--- src/rtl/io_pkg.sv ---
// io_pkg: IO page register map and shared constants.
// Also used by the system top and the firmware header generator.
package io_pkg;

  localparam logic [3:0] IO_LEDS     = 4'd0;
  localparam logic [3:0] IO_CTRL     = 4'd1;
  localparam logic [3:0] IO_COUNT    = 4'd2;
  localparam logic [3:0] IO_CMP      = 4'd3;
  localparam logic [3:0] IO_STATUS   = 4'd4;
  localparam logic [3:0] IO_SEG_BASE = 4'd8;

  localparam int IO_PAGE_BIT = 22;

  // Segment order inside a 7-bit channel: A is bit 6, G is bit 0.
  localparam int IO_SEG_A_BIT = 6;
  localparam int IO_SEG_G_BIT = 0;

  typedef enum logic {
    RD_IDLE,
    RD_WAIT
  } rd_state_e;

  function automatic logic [31:0] io_merge(
    input logic [31:0] old_v,
    input logic [31:0] new_v,
    input logic [3:0]  mask
  );
    logic [31:0] r;
    r = old_v;
    for (int b = 0; b < 4; b++)
      if (mask[b]) r[8*b +: 8] = new_v[8*b +: 8];
    return r;
  endfunction

endpackage

--- src/rtl/io_tick_timer.sv ---
// io_tick_timer: prescaled tick counter with compare.
// Sticky match flag, set on increment into CMP, W1C.
module io_tick_timer
  import io_pkg::*;
#(
  parameter int PRESCALE = 12000
) (
  input  logic        clk,
  input  logic        reset,
  input  logic        en,
  input  logic        count_we,
  input  logic        cmp_we,
  input  logic        status_we,
  input  logic [3:0]  wmask,
  input  logic [31:0] wdata,
  output logic [31:0] count,
  output logic [31:0] cmp,
  output logic        match
);

  localparam int PW = $clog2(PRESCALE);
  localparam logic [PW-1:0] PRE_MAX = PW'(PRESCALE - 1);

  logic [PW-1:0] pre_q;
  logic [31:0]   count_nx;
  logic          tick;
  logic          hit;
  logic          clr;

  assign count_nx = count + 32'd1;
  assign tick     = en & (pre_q == PRE_MAX);
  // A COUNT write beats the tick, so it can never raise the flag.
  assign hit      = tick & ~count_we & (count_nx == cmp);
  assign clr      = status_we & wmask[0] & wdata[0];

  // Prescaler and COUNT; a write reloads COUNT and restarts the prescaler.
  always_ff @(posedge clk) begin
    if (reset) begin
      pre_q <= '0;
      count <= '0;
    end else if (count_we) begin
      pre_q <= '0;
      count <= io_merge(count, wdata, wmask);
    end else if (tick) begin
      pre_q <= '0;
      count <= count_nx;
    end else if (en) begin
      pre_q <= pre_q + PW'(1);
    end else begin
      pre_q <= '0;
    end
  end

  // Compare register.
  always_ff @(posedge clk) begin
    if (reset) cmp <= 32'hFFFF_FFFF;
    else if (cmp_we) cmp <= io_merge(cmp, wdata, wmask);
  end

  // Sticky match flag; setting wins over a same-cycle clear.
  always_ff @(posedge clk) begin
    if (reset) match <= 1'b0;
    else if (hit) match <= 1'b1;
    else if (clr) match <= 1'b0;
  end

endmodule

--- src/rtl/io_periph.sv ---
// io_periph: memory-mapped LEDs, seven-segment channels and tick timer.
// Registered readback with optional read wait states on io_rbusy.
module io_periph
  import io_pkg::*;
#(
  parameter int LED_WIDTH = 4,
  parameter int NUM_SEG   = 2,
  parameter int CLK_HZ    = 12000000,
  parameter int TICK_HZ   = 1000,
  parameter int READ_WAIT = 0
) (
  input  logic                 clk,
  input  logic                 reset,
  input  logic                 io_sel,
  input  logic [3:0]           io_word_addr,
  input  logic                 mem_rstrb,
  input  logic [31:0]          mem_wdata,
  input  logic [3:0]           mem_wmask,
  output logic [31:0]          io_rdata,
  output logic                 io_rbusy,
  output logic [LED_WIDTH-1:0] leds,
  output logic [7*NUM_SEG-1:0] seg,
  output logic                 timer_match
);

  localparam int PRESCALE = CLK_HZ / TICK_HZ;
  localparam logic [2:0] RW_LAST = 3'(READ_WAIT - 1);

  logic                 we;
  logic                 rd_req;
  logic [LED_WIDTH-1:0] leds_q;
  logic                 ctrl_q;
  logic [6:0]           seg_q [NUM_SEG];
  logic [31:0]          count;
  logic [31:0]          cmp;
  logic                 match;
  logic [31:0]          rd_val;

  rd_state_e   state_q, state_d;
  logic [2:0]  cnt_q, cnt_d;
  logic [31:0] hold_q, hold_d;
  logic [31:0] rdata_d;

  assign we     = io_sel & (|mem_wmask);
  assign rd_req = io_sel & mem_rstrb;

  io_tick_timer #(
    .PRESCALE(PRESCALE)
  ) u_timer (
    .clk      (clk),
    .reset    (reset),
    .en       (ctrl_q),
    .count_we (we & (io_word_addr == IO_COUNT)),
    .cmp_we   (we & (io_word_addr == IO_CMP)),
    .status_we(we & (io_word_addr == IO_STATUS)),
    .wmask    (mem_wmask),
    .wdata    (mem_wdata),
    .count    (count),
    .cmp      (cmp),
    .match    (match)
  );

  // LED, CTRL and segment registers with byte-masked writes.
  always_ff @(posedge clk) begin
    if (reset) begin
      leds_q <= '0;
      ctrl_q <= 1'b0;
      for (int k = 0; k < NUM_SEG; k++) seg_q[k] <= '0;
    end else if (we) begin
      if (io_word_addr == IO_LEDS)
        leds_q <= LED_WIDTH'(io_merge(32'(leds_q), mem_wdata, mem_wmask));
      if (io_word_addr == IO_CTRL && mem_wmask[0])
        ctrl_q <= mem_wdata[0];
      for (int k = 0; k < NUM_SEG; k++)
        if (io_word_addr == IO_SEG_BASE + 4'(k) && mem_wmask[0])
          seg_q[k] <= mem_wdata[6:0];
    end
  end

  // Readback mux of current (pre-write) register values.
  always_comb begin
    rd_val = '0;
    unique case (1'b1)
      (io_word_addr == IO_LEDS):   rd_val = 32'(leds_q);
      (io_word_addr == IO_CTRL):   rd_val = {31'd0, ctrl_q};
      (io_word_addr == IO_COUNT):  rd_val = count;
      (io_word_addr == IO_CMP):    rd_val = cmp;
      (io_word_addr == IO_STATUS): rd_val = {31'd0, match};
      default: ;
    endcase
    for (int k = 0; k < NUM_SEG; k++)
      if (io_word_addr == IO_SEG_BASE + 4'(k))
        rd_val = {25'd0, seg_q[k]};
  end

  // Read-wait state register.
  always_ff @(posedge clk) begin
    if (reset) begin
      state_q  <= RD_IDLE;
      cnt_q    <= '0;
      hold_q   <= '0;
      io_rdata <= '0;
    end else begin
      state_q  <= state_d;
      cnt_q    <= cnt_d;
      hold_q   <= hold_d;
      io_rdata <= rdata_d;
    end
  end

  // Read-wait next state: value is captured at the strobe, shown when busy drops.
  always_comb begin
    state_d = state_q;
    cnt_d   = cnt_q;
    hold_d  = hold_q;
    rdata_d = io_rdata;
    unique case (1'b1)
      (state_q == RD_IDLE): begin
        if (rd_req) begin
          if (READ_WAIT == 0) begin
            rdata_d = rd_val;
          end else begin
            state_d = RD_WAIT;
            cnt_d   = RW_LAST;
            hold_d  = rd_val;
          end
        end
      end
      (state_q == RD_WAIT): begin
        if (cnt_q == 3'd0) begin
          state_d = RD_IDLE;
          rdata_d = hold_q;
        end else begin
          cnt_d = cnt_q - 3'd1;
        end
      end
      default: ;
    endcase
  end

  assign io_rbusy    = (state_q == RD_WAIT);
  assign leds        = leds_q;
  assign timer_match = match;

  // Pack channels, channel k at seg[7k+6:7k].
  always_comb begin
    seg = '0;
    for (int k = 0; k < NUM_SEG; k++) seg[7*k +: 7] = seg_q[k];
  end

endmodule

--- config.mk ---
export PLATFORM = sky130hd
export DESIGN_NAME = io_periph
export DESIGN_NICKNAME = d
export VERILOG_FILES = /design/src/rtl/io_pkg.sv /design/src/rtl/io_tick_timer.sv /design/src/rtl/io_periph.sv
export SDC_FILE = /design/constraint.sdc
export NUM_CORES = 1
export LEC_CHECK = 0
export CORE_UTILIZATION = 58
export DETAILED_ROUTE_END_ITERATION = 7
export DONT_BUFFER_PORTS = 1
export GPL_ROUTABILITY_DRIVEN = 0
export PLACE_DENSITY = 0.79
export SLEW_MARGIN = 30
export SYNTH_ARGS = -nofsm -noshare
export SYNTH_HDL_FRONTEND = slang
export SYNTH_SLANG_ARGS = --single-unit
--- constraint.sdc ---
create_clock -name clk -period 2.8 [get_ports clk]
set_input_delay 0.56 -clock clk [delete_from_list [all_inputs] [get_ports clk]]
set_output_delay 0.56 -clock clk [all_outputs]
set_load 0.02 [all_outputs]
==> flow_summary.yaml <==
outcome:
  status: "finished clean"
finish:
  syn_to_final_growth_pct: 11.7
  diodes: 0
  multi_input_area_mm2: 0.00425
  drive_gt1_share_pct: 8.84
  final_nets: 974
  fin_area_mm2: 0.00823
  fill_cells: 1032
  seqCellArea_mm2: 0.00282
routing:
  drt-initial-drc-count: 928
  detail-route-antenna-nets: 0
  drc: 0
  first_pass_iters: 6
  wl_per_cell_um: 19.1
  vias: 7111
  drt-vias-per-instance: 6.42
  drt_wl_total_um: 21200
worst_setup_path:
  crit_path_end_kind: "flop"
  crit_arrival_ns: 2.99
  required_ns: 3.14
  crit_type: "reg -> reg"
  startpoint_type: "flop"
  crit_fanout: 6
sta:
  period_share_pct: 94.4
  finalHoldViolCount: 0
  skew_ns: 0.00573
  slew_viol_final: 0
  timing.fmax_ghz: 0.378
  finalSetupViolations: 0
  rsz0062_at_grt: "false"
  maxSlewHeadroom_pct: 51.4
  tns_ns: 0
  tightest_slew_ns: 0.727
  period_needed_ns: 2.64
yosys:
  synth_area_leaders: "dfxtp_1 33%, nor2_1 7.5%, edfxtp_1 5.7%"
  syn_area_per_cell_um2: 7.86
  synth_top_area_cell: "dfxtp_1"
  synth-warning-count: 0
  synth_common_cells: "147 x nor2_1, 120 x dfxtp_1, 96 x nand2_1"
  netlist.area_leader.share_pct: 32.6
  netlist_instances: 937
  ys_seq_area_share_pct: 38.3
  synth_cell_types: 64
  async_reset_ff_share_pct: 0
  yosys_most_used_dff: "dfxtp_1"
  ys_ff_latch: 134
  syn-num-nets: 985
  syn_area_mm2: 0.00736
  synth_edf_count: 14
  yosysMostFrequentCell: "nor2_1"
power_and_ir_drop:
  p_per_area_mw_per_mm2: 544
  leakagePower_nw: 2.83
  ir_worst_vdd_mv: 0.440
clock_tree:
  cts_max_level: 4
  clk_latency_ns: 0.42
  path_clk_slew_ns: 0.06
  cts_buffers: 17
  cts.sinks: 134
  ctsHoldBuffers: 0
  cts_tree: "built"
  clock-root-buffer: "clkbuf_16"
  clk_path_buf_depth: 2
grt:
  grtUsageTotal_pct: 33.3
  grt_pass1_vias: 6478
  grt_max_degree: 112
  grt.overflow.total: 0
  antenna_found_initial: 1
  grt_pass1_wl_um: 33700
floorplanning:
  die_h_um: 115
  start_util_pct: 60.3
  core_mm2: 0.0122
  io_pins: 96
  fp.dieArea_mm2: 0.0132
  rows: 40
  die-width_um: 115
placement:
  hpwl_um: 15100
  placed_area_mm2: 0.00759
  portBuffers: 0
worst_hold_path:
  hold_class: "in -> reg"
run:
  cap_violations: 0
[logic make-up after synthesis]
family	share of synthesized area, %
buffers and inverters	4.35
XOR/XNOR	7.02
adder cells (fa/ha/maj)	0.680
multiplexers	1.90
AO/OA/AOI/OAI	17.7
flip-flops	38.3
AND/OR/NAND/NOR	30.1
[what timing repair did]
action | 4_1_cts | 5_1_grt
gates resized for setup | 0 | 3
endpoints found under the setup margin | 0 | 1
buffers inserted | 0 | 1
[per-layer routing]
metal	wire length, µm	global-route usage, %	up-vias
li1	-	-	3322
met1	8830	46.6	3285
met2	8950	48.8	450
met3	2880	10.0	54
met4	533	11.3	0
met5	0	0	-
[final cells by class]
class,instances,share of cell area (%)
well taps,168,2.56
inverters,10,0.456
clock inverters,12,2.17
multi-input cells,724,51.6
flip-flops and latches,134,34.3
repair buffers,39,3.56
clock buffers,20,5.31
[layout by cell type, fill, tap and decap left out, drive strengths merged, types with 28 or more instances in the layout]
| cell type | instances |
|---|---|
| a21oi | 81 |
| buf | 39 |
| dfxtp | 120 |
| nand2 | 96 |
| nand3 | 33 |
| nand3b | 29 |
| nor2 | 147 |
| nor3 | 28 |
| o21ai | 28 |
| xnor2 | 41 |
[state kept, by name, summed over array words and instances, names as in the netlist]
signal	flops
ctrl_q	1
u_timer.match	1
io_rdata	32
u_timer.count	32
io_rbusy	1
u_timer.cmp	32
cnt_q	3
leds	4
u_timer.pre_q	14
seg_q	14
[critical path, stage by stage (launching register included)]
cell	delay, ns
dfxtp_1	0.43
nand4_1	0.31
nor4_2	0.45
and3_1	0.33
xnor2_1	0.15
nand4_1	0.11
or4_1	0.54
o31ai_2	0.24
[stage by stage]
stage | cells | hold WS [ns] | setup slack [ns] | total power [mW] | utilization [%]
finish | 1107 | 0.226 | 0.158 | 4.48 | 67.4
global route | 1107 | 0.199 | 0.0280 | 4.59 | 67.4
CTS | 1106 | 0.204 | 0.0394 | 4.49 | 67.2
detailed placement | 1074 | 0.466 | 0.0809 | 2.18 | 62.1
global placement | 1074 | 0.440 | 0.259 | 2.18 | 62.1
floorplan | 937 | 0.430 | 0.0785 | 2.17 | -
[final timing paths]
kind / to / cells past startpoint / slack, ns / startpoint
setup / recovery: u_timer.match / 7 / 0.16 / u_timer.count[12]
setup reg to reg: u_timer.match / 7 / 0.16 / u_timer.count[12]
hold / removal: u_timer.count[8] / 1 / 0.23 / reset
hold reg to reg: u_timer.pre_q[0] / 1 / 0.47 / u_timer.pre_q[0]
[report_power, final]
part / switching, mW / internal, mW / leakage (nW)
registers: 0.0439 / 1.97 / 1.10
clock network: 0.842 / 1.49 / 0.291
logic: 0.0806 / 0.0573 / 1.43
total: 0.967 / 3.51 / 2.83
Note: power is estimated with default switching activity, not from simulation.
